`src/rtl/blue_centroid.sv`:
```
// ---------------------------------------------------------------------------
// blue_centroid
//   Classifies each incoming pixel as blue or not, accumulates the count and
//   the x/y coordinate sums of blue pixels over a frame, and at frame end
//   divides the sums by the count with two parallel serial restoring dividers
//   to produce a registered centroid. The next frame accumulates while the
//   division runs.
//
// Ports
//   clock_in    : system clock, rising edge
//   reset_n     : asynchronous active-low reset
//   pix_valid   : qualifies pix_x/pix_y/pix_r/pix_g/pix_b
//   pix_x/pix_y : pixel column/row (10 bits)
//   pix_r/g/b   : colour channels (COLOR_W bits)
//   frame_end   : one-cycle pulse closing the current frame
//   blue_x/y    : centroid column/row
//   found       : last result had at least MIN_PIXELS blue pixels
//   coord_valid : one-cycle pulse when blue_x/blue_y/found update
//   overrun     : one-cycle pulse when a frame_end arrives while busy
// ---------------------------------------------------------------------------
module blue_centroid #(
  parameter int COLOR_W    = 8,
  parameter int B_MIN      = 128,
  parameter int MARGIN     = 32,
  parameter int MIN_PIXELS = 64
) (
  input  logic               clock_in,
  input  logic               reset_n,
  input  logic               pix_valid,
  input  logic [9:0]         pix_x,
  input  logic [9:0]         pix_y,
  input  logic [COLOR_W-1:0] pix_r,
  input  logic [COLOR_W-1:0] pix_g,
  input  logic [COLOR_W-1:0] pix_b,
  input  logic               frame_end,
  output logic [9:0]         blue_x,
  output logic [9:0]         blue_y,
  output logic               found,
  output logic               coord_valid,
  output logic               overrun
);

  localparam int CNT_W = 19;
  localparam int SUM_W = 29;

  localparam logic [CNT_W-1:0]   CNT_MAX    = '1;
  localparam logic [CNT_W-1:0]   LP_MIN_PIX = CNT_W'(MIN_PIXELS);
  localparam logic [COLOR_W:0]   LP_B_MIN   = (COLOR_W+1)'(B_MIN);
  localparam logic [COLOR_W:0]   LP_MARGIN  = (COLOR_W+1)'(MARGIN);
  localparam logic [4:0]         LAST_ITER  = 5'd28;

  typedef enum logic [1:0] {
    S_IDLE,
    S_DIVIDE,
    S_DONE
  } state_t;

  // One restoring-division step. The partial remainder is always below the
  // divisor, so it fits in CNT_W bits; the trial value needs one extra bit.
  // Returns {next_remainder, next_quotient_shift_register}.
  function automatic logic [CNT_W+SUM_W-1:0] div_step(
    input logic [CNT_W-1:0] rem,
    input logic [SUM_W-1:0] quo,
    input logic [CNT_W-1:0] dvs
  );
    logic [CNT_W:0] trial;
    trial = {rem, quo[SUM_W-1]};
    if (trial >= {1'b0, dvs}) begin
      return {trial[CNT_W-1:0] - dvs, quo[SUM_W-2:0], 1'b1};
    end
    return {trial[CNT_W-1:0], quo[SUM_W-2:0], 1'b0};
  endfunction

  // Clamp a quotient to the 10-bit coordinate range.
  function automatic logic [9:0] sat10(input logic [SUM_W-1:0] q);
    return (|q[SUM_W-1:10]) ? 10'h3FF : q[9:0];
  endfunction

  state_t             r_state;
  state_t             w_state_nxt;

  logic [CNT_W-1:0]   r_cnt;
  logic [SUM_W-1:0]   r_sum_x;
  logic [SUM_W-1:0]   r_sum_y;
  logic [CNT_W-1:0]   r_snap_cnt;
  logic [CNT_W-1:0]   r_rem_x;
  logic [CNT_W-1:0]   r_rem_y;
  logic [SUM_W-1:0]   r_quo_x;
  logic [SUM_W-1:0]   r_quo_y;
  logic [4:0]         r_iter;
  logic [9:0]         r_blue_x;
  logic [9:0]         r_blue_y;
  logic               r_found;
  logic               r_coord_valid;
  logic               r_overrun;

  logic               w_blue;
  logic               w_add;
  logic [CNT_W-1:0]   w_cnt_nxt;
  logic [SUM_W-1:0]   w_sx_nxt;
  logic [SUM_W-1:0]   w_sy_nxt;
  logic [CNT_W-1:0]   w_rem_x_nxt;
  logic [CNT_W-1:0]   w_rem_y_nxt;
  logic [SUM_W-1:0]   w_quo_x_nxt;
  logic [SUM_W-1:0]   w_quo_y_nxt;

  // Classification at COLOR_W+1 bits so channel + MARGIN cannot wrap.
  assign w_blue = pix_valid
               && ({1'b0, pix_b} >= LP_B_MIN)
               && ({1'b0, pix_b} >= ({1'b0, pix_r} + LP_MARGIN))
               && ({1'b0, pix_b} >= ({1'b0, pix_g} + LP_MARGIN));

  // Once the count saturates the sums freeze with it.
  assign w_add     = w_blue && (r_cnt != CNT_MAX);
  assign w_cnt_nxt = r_cnt + CNT_W'(w_add);
  assign w_sx_nxt  = r_sum_x + (w_add ? SUM_W'(pix_x) : '0);
  assign w_sy_nxt  = r_sum_y + (w_add ? SUM_W'(pix_y) : '0);

  assign {w_rem_x_nxt, w_quo_x_nxt} = div_step(r_rem_x, r_quo_x, r_snap_cnt);
  assign {w_rem_y_nxt, w_quo_y_nxt} = div_step(r_rem_y, r_quo_y, r_snap_cnt);

  always_ff @(posedge clock_in or negedge reset_n) begin
    if (!reset_n) begin
      r_state <= S_IDLE;
    end else begin
      r_state <= w_state_nxt;
    end
  end

  always_comb begin
    w_state_nxt = r_state;
    case (r_state)
      S_IDLE:   if (frame_end) w_state_nxt = S_DIVIDE;
      S_DIVIDE: if (r_iter == LAST_ITER) w_state_nxt = S_DONE;
      S_DONE:   w_state_nxt = S_IDLE;
      default:  w_state_nxt = S_IDLE;
    endcase
  end

  always_ff @(posedge clock_in or negedge reset_n) begin
    if (!reset_n) begin
      r_cnt         <= '0;
      r_sum_x       <= '0;
      r_sum_y       <= '0;
      r_snap_cnt    <= '0;
      r_rem_x       <= '0;
      r_rem_y       <= '0;
      r_quo_x       <= '0;
      r_quo_y       <= '0;
      r_iter        <= '0;
      r_blue_x      <= '0;
      r_blue_y      <= '0;
      r_found       <= 1'b0;
      r_coord_valid <= 1'b0;
      r_overrun     <= 1'b0;
    end else begin
      // The pixel sampled with frame_end belongs to the closing frame, so the
      // snapshot takes the *_nxt values while the accumulators clear.
      r_cnt   <= frame_end ? '0 : w_cnt_nxt;
      r_sum_x <= frame_end ? '0 : w_sx_nxt;
      r_sum_y <= frame_end ? '0 : w_sy_nxt;

      r_coord_valid <= (r_state == S_DONE);
      r_overrun     <= frame_end && (r_state != S_IDLE);

      case (r_state)
        S_IDLE: begin
          // The summed dividends are snapshotted straight into the quotient
          // shift registers; dividend bits shift out as quotient bits shift in.
          if (frame_end) begin
            r_snap_cnt <= w_cnt_nxt;
            r_quo_x    <= w_sx_nxt;
            r_quo_y    <= w_sy_nxt;
            r_rem_x    <= '0;
            r_rem_y    <= '0;
            r_iter     <= '0;
          end
        end
        S_DIVIDE: begin
          r_rem_x <= w_rem_x_nxt;
          r_rem_y <= w_rem_y_nxt;
          r_quo_x <= w_quo_x_nxt;
          r_quo_y <= w_quo_y_nxt;
          r_iter  <= r_iter + 5'd1;
        end
        S_DONE: begin
          // A count below threshold (including zero) keeps the old
          // coordinates, so a divide-by-zero quotient never escapes.
          if (r_snap_cnt >= LP_MIN_PIX) begin
            r_blue_x <= sat10(r_quo_x);
            r_blue_y <= sat10(r_quo_y);
            r_found  <= 1'b1;
          end else begin
            r_found  <= 1'b0;
          end
        end
        default: ;
      endcase
    end
  end

  assign blue_x      = r_blue_x;
  assign blue_y      = r_blue_y;
  assign found       = r_found;
  assign coord_valid = r_coord_valid;
  assign overrun     = r_overrun;

endmodule

```
`config.mk`:
```
export PLATFORM = sky130hd
export DESIGN_NAME = blue_centroid
export DESIGN_NICKNAME = d
export VERILOG_FILES = /design/src/rtl/blue_centroid.sv
export SDC_FILE = /design/constraint.sdc
export NUM_CORES = 1
export LEC_CHECK = 0
export CORE_ASPECT_RATIO = 1.5
export CORE_UTILIZATION = 53
export CTS_CLUSTER_DIAMETER = 200
export DETAILED_ROUTE_END_ITERATION = 6
export PLACE_DENSITY_LB_ADDON = 0.12
export SYNTH_ARGS = -nofsm -noshare
export SYNTH_HDL_FRONTEND = slang
export SYNTH_SLANG_ARGS = --single-unit
```
`constraint.sdc`:
```
create_clock -name clock_in -period 4.8 [get_ports clock_in]
set_input_delay 1.2 -clock clock_in [delete_from_list [all_inputs] [get_ports clock_in]]
set_output_delay 1.2 -clock clock_in [all_outputs]
set_load 0.03 [all_outputs]
```
==> results.txt <==
The flow ran to the end, and the final reports show no timing, DRC or antenna violations. In this run the clock root is driven by a sky130_fd_sc_hd__clkbuf_16. The number of diodes came out at 0. The total vias in the final route came out at 10610.

The number of DRC violations after detailed-routing iteration 0 came out at 634. After synthesis the netlist holds a flip-flop and latch count of between 200 and 250. The largest total area in the synthesized netlist belongs to sky130_fd_sc_hd__dfrtp_1. The count of unique library cells instantiated by Yosys came out at 71. Internal power comes to 5075 uW. A synthesized cell averages 9.371 um^2. TritonCTS built the clock tree.

The number of nets in the layout is 1620. The startpoint identified for the worst register-to-register timing path is r_cnt[13]$_DFF_PN0_. The net switching power figure is ~3300 uW. Data arrives at the worst endpoint at 5.02 ns. The worst-margin pin slew is 0.9911 ns. The initial antenna violation count came out at 0. Among all flip-flop cells after synthesis, the most frequent one is sky130_fd_sc_hd__dfrtp_1. The power density relative to cell area is 537.5 nW/um^2. The achievable clock frequency is 214.5 MHz. The share of the clock period used by the worst path after layout came out at 97.14%.

STA classifies the critical path endpoint as a flop. During placement, the flow inserted port buffers numbering 70. Across the routed clock network, the largest skew measured is between 0.01 and 0.015 ns. The relative slew slack is between 30 and 40%. The number of global-route vias before repair came out at between 10000 and 15000.

71 I/O pins were placed. The clock latency reported for the late side of the worst-skew pair is 0.51 ns. The final-report hold violation count came out at 0. The number of max-slew violations in the final report is 0.

At the worst endpoint, the required time is 5.16 ns. The number of fill cells in the layout is 1889. The H-tree depth is 1. The number of setup violations in the final report is 0. The first global-routing pass estimated around 55 mm of wire.

The core region is 23140 um^2. The number of buffers created by CTS came out at 23. The deepest clock path buffer count came out at 3.

The clock sink count came out at 222. The minimum setup slack in the final design is 0.1375 ns. The relative area change from synthesis to final layout came out at 23.75%.

For this design the static power due to leakage is 0.007010 uW. The share of total power in the clock network came out at around 22%. The number of violations of the max-capacitance limit is 0. For this run, asynchronously set or reset flops after synthesis account for 100.0%. The sequential-to-total area share from yosys stat came out at 44.21%. Per report_power, the combinational group accounts for 44.0% of the total. The die is 190.6 um tall.

Dividing the detail-routed wire length by the instance count gives roughly 19 um. The quantity of hold-fixing buffers added after cts is 0. The clock slew at the register clock pins of the worst setup and hold paths came out at approximately 0.06 ns. The critical path is of the input port to flop type. The hold slack came out at 0.4778 ns.

The number of warnings printed during yosys synthesis came out at 0. The die width is approximately 130 um. Entering global routing, the biggest net connects between 100 and 150 pins. The post-DP HPWL is around 24 mm. Ranked by total cell area, the synthesized netlist is headed by sky130_fd_sc_hd__dfrtp_1, sky130_fd_sc_hd__ha_1, sky130_fd_sc_hd__xor2_1, sky130_fd_sc_hd__o21ai_0, sky130_fd_sc_hd__nand2_1.

The min-delay analysis places its worst path in the category flop to flop. The overall die area came out at 24340 um^2. The biggest fanout along the worst timing path is 7. The count of TritonRoute iterations in the first routing pass came out at 5. The source of the critical timing path is pix_g[0].

The post-place setup slack came out at -0.7764 ns. The post-synth net total is around 1500. STA classifies the critical path startpoint as an input port. Summed over its instances, the top area cell type makes up 44.21% of the synthesized netlist area. The combined area of all synthesized cells is roughly 13000 um^2. The worst hold path begins at r_snap_cnt[13]$_DFFE_PN0P_. Row generation in the floorplan step produced 68 rows. In the routed design, unresolved DRC markers number 0.

The number of synthesized flops with an enable pin is 0. Synthesis handed over a netlist of 1341 instances. The final critical delay including setup and external delays is 4.663 ns. The setup slack of the worst register-to-register path came out at 0.92 ns. The starting utilization of the core area is a little over half.

The sequential fraction of design power is 33.8%. After detailed routing, the total wire length is 34.28 mm. The global-route total usage across every layer is between 20% and 30%. The maximum vdd ir drop is 517.7 uV.

At the end of routability-driven placement, the weighted congestion stood at 0.8755. The sum of overflow across all layers after global routing came out at 0. The commonest cells after synthesis are sky130_fd_sc_hd__dfrtp_1, sky130_fd_sc_hd__nand2_1, sky130_fd_sc_hd__nor2_1, sky130_fd_sc_hd__o21ai_0, sky130_fd_sc_hd__ha_1.

Of the total power, the share spent switching nets is 39.29%. The most common cell in the netlist is sky130_fd_sc_hd__dfrtp_1. The share of layout cells above drive strength 1 is 15.03%. The post-route antenna net violation count is 0. The post-detailed-route via-to-cell ratio is just under 6.
==> layout by cell type (no fill, tap or decap), types with 6 or more instances in the layout <==
master | netlist | layout
sky130_fd_sc_hd__xnor2_1 | 38 | 37
sky130_fd_sc_hd__o21a_1 | 9 | 9
sky130_fd_sc_hd__nand2_1 | 139 | 136
sky130_fd_sc_hd__xor2_1 | 61 | 53
sky130_fd_sc_hd__clkbuf_16 | 0 | 23
sky130_fd_sc_hd__a2bb2oi_1 | 7 | 7
sky130_fd_sc_hd__a21oi_1 | 70 | 65
sky130_fd_sc_hd__a22oi_1 | 30 | 30
sky130_fd_sc_hd__nand2b_1 | 12 | 9
sky130_fd_sc_hd__o21ai_0 | 105 | 95
sky130_fd_sc_hd__o21ai_1 | 2 | 9
sky130_fd_sc_hd__buf_4 | 3 | 93
sky130_fd_sc_hd__and3_1 | 14 | 14
sky130_fd_sc_hd__a21o_1 | 30 | 30
sky130_fd_sc_hd__nor3_1 | 43 | 37
sky130_fd_sc_hd__nand3_1 | 35 | 28
sky130_fd_sc_hd__o22a_1 | 20 | 20
sky130_fd_sc_hd__nor2_1 | 117 | 116
sky130_fd_sc_hd__o211ai_1 | 7 | 7
sky130_fd_sc_hd__a22o_1 | 6 | 6
sky130_fd_sc_hd__dfrtp_1 | 222 | 222
sky130_fd_sc_hd__clkdlybuf4s50_1 | 0 | 59
sky130_fd_sc_hd__o22ai_1 | 31 | 31
sky130_fd_sc_hd__nor2b_1 | 13 | 13
sky130_fd_sc_hd__and2_1 | 7 | 7
sky130_fd_sc_hd__nor4_1 | 17 | 16
sky130_fd_sc_hd__xor2_2 | 0 | 7
sky130_fd_sc_hd__or2_2 | 8 | 8
sky130_fd_sc_hd__mux2i_1 | 20 | 20
sky130_fd_sc_hd__nand4_1 | 18 | 18
sky130_fd_sc_hd__inv_1 | 50 | 49
sky130_fd_sc_hd__ha_1 | 80 | 75
==> critical path, cell delays in order <==
cell and delay, ns:
sky130_fd_sc_hd__dlygate4sd2_1 0.26, sky130_fd_sc_hd__ha_4 0.21, sky130_fd_sc_hd__nand2b_4 0.13, sky130_fd_sc_hd__a21o_1 0.17, sky130_fd_sc_hd__a21o_1 0.14, sky130_fd_sc_hd__a21o_1 0.15, sky130_fd_sc_hd__a21o_1 0.15, sky130_fd_sc_hd__a21o_1 0.17
sky130_fd_sc_hd__a211oi_4 0.20, sky130_fd_sc_hd__buf_6 0.15, sky130_fd_sc_hd__buf_12 0.13, sky130_fd_sc_hd__buf_8 0.12, sky130_fd_sc_hd__nor3_4 0.04, sky130_fd_sc_hd__ha_1 0.32, sky130_fd_sc_hd__o21a_1 0.16, sky130_fd_sc_hd__a2111oi_4 0.37
sky130_fd_sc_hd__o31a_1 0.29, sky130_fd_sc_hd__a21oi_2 0.12, sky130_fd_sc_hd__o211ai_1 0.21, sky130_fd_sc_hd__xor2_1 0.22, sky130_fd_sc_hd__o21ai_1 0.09
==> worst paths after layout <==
check | to | cells past startpoint
worst max-delay path | r_quo_x[15]$_DFFE_PN0P_ | 21
worst min-delay path | r_snap_cnt[13]$_DFFE_PN0P_ | 2
worst max register to register | r_quo_x[15]$_DFFE_PN0P_ | 16
worst min register to register | r_snap_cnt[13]$_DFFE_PN0P_ | 2
max in group asynchronous | blue_y[2]$_DFFE_PN0P_ | 2
min in group asynchronous | r_rem_y[17]$_DFFE_PN0P_ | 1
==> metal layers <==
| layer | part of all wire (%) | global-route usage (%) | vias to the layer above |
|---|---|---|---|
| met5 | 0 | 0 | - |
| met2 | 52 | 52.97 | 225 |
| met4 | 4.5 | 12.76 | 0 |
| met1 | 40 | 32.96 | 5220 |
| li1 | - | - | 5087 |
| met3 | 3.7 | 3.086 | 78 |
==> state kept, by name, summed over array words and instances (netlist names) <==
| name | cells |
|---|---|
| r_quo_x | 29 |
| r_rem_y | 19 |
| found | 1 |
| r_quo_y | 29 |
| blue_x | 10 |
| r_rem_x | 19 |
| blue_y | 10 |
| r_iter | 5 |
| r_snap_cnt | 19 |
| coord_valid | 1 |
| r_state | 2 |
| r_sum_y | 29 |
| overrun | 1 |
| r_cnt | 19 |
| r_sum_x | 29 |
==> per-stage QoR <==
step	power (uW)	instance area [um^2]	setup TNS (ns)	utilization, %	cells
floorplan	5425	12630	-0.03021	-	1341
global placement	6326	14230	-53.76	61.50	1761
detailed placement	6430	14230	-57.52	61.50	1761
CTS	8360	15310	0	66.14	1814
global route	8944	15550	-0.1183	67.20	1819
finish	8359	15550	0	67.20	1819
==> kinds of logic after synthesis <==
logic type | share of synthesized area, %
compound gates | 18.60
xor+xnor | 6.900
fa+ha+maj | 8.602
buf+inv | 3.295
flops | 44.21
mux | 1.892
simple gates | 16.51
==> layout make-up <==
type / instances / area (um^2) / area share, %
Clock inverter: 14 / 165.2 / 1.062
Inverter: 52 / 195.2 / 1.255
Clock buffer: 27 / 620.6 / 3.991
Timing Repair Buffer: 177 / 1633 / 10.50
Tap cell: 315 / 394.1 / 2.534
Sequential cell: 222 / 5555 / 35.72
Multi-Input combinational cell: 1012 / 6988 / 44.94
==> power by group through the flow <==
stage	Combinational [uW]	Clock (uW)	Sequential (uW)
after floorplan	2740	0	2680
final	3680	1850	2830
after global placement	3490	0	2840
after CTS	3650	1890	2820
after detailed placement	3590	0	2840
after global routing	4100	1970	2870
==> what timing repair did <==
item,CTS,global route
pin swaps,35,34
resized for setup,35,47
setup endpoints to repair,75,75
setup buffers,10,5
cloned,2,0
Power figures use the tool's default switching activity.
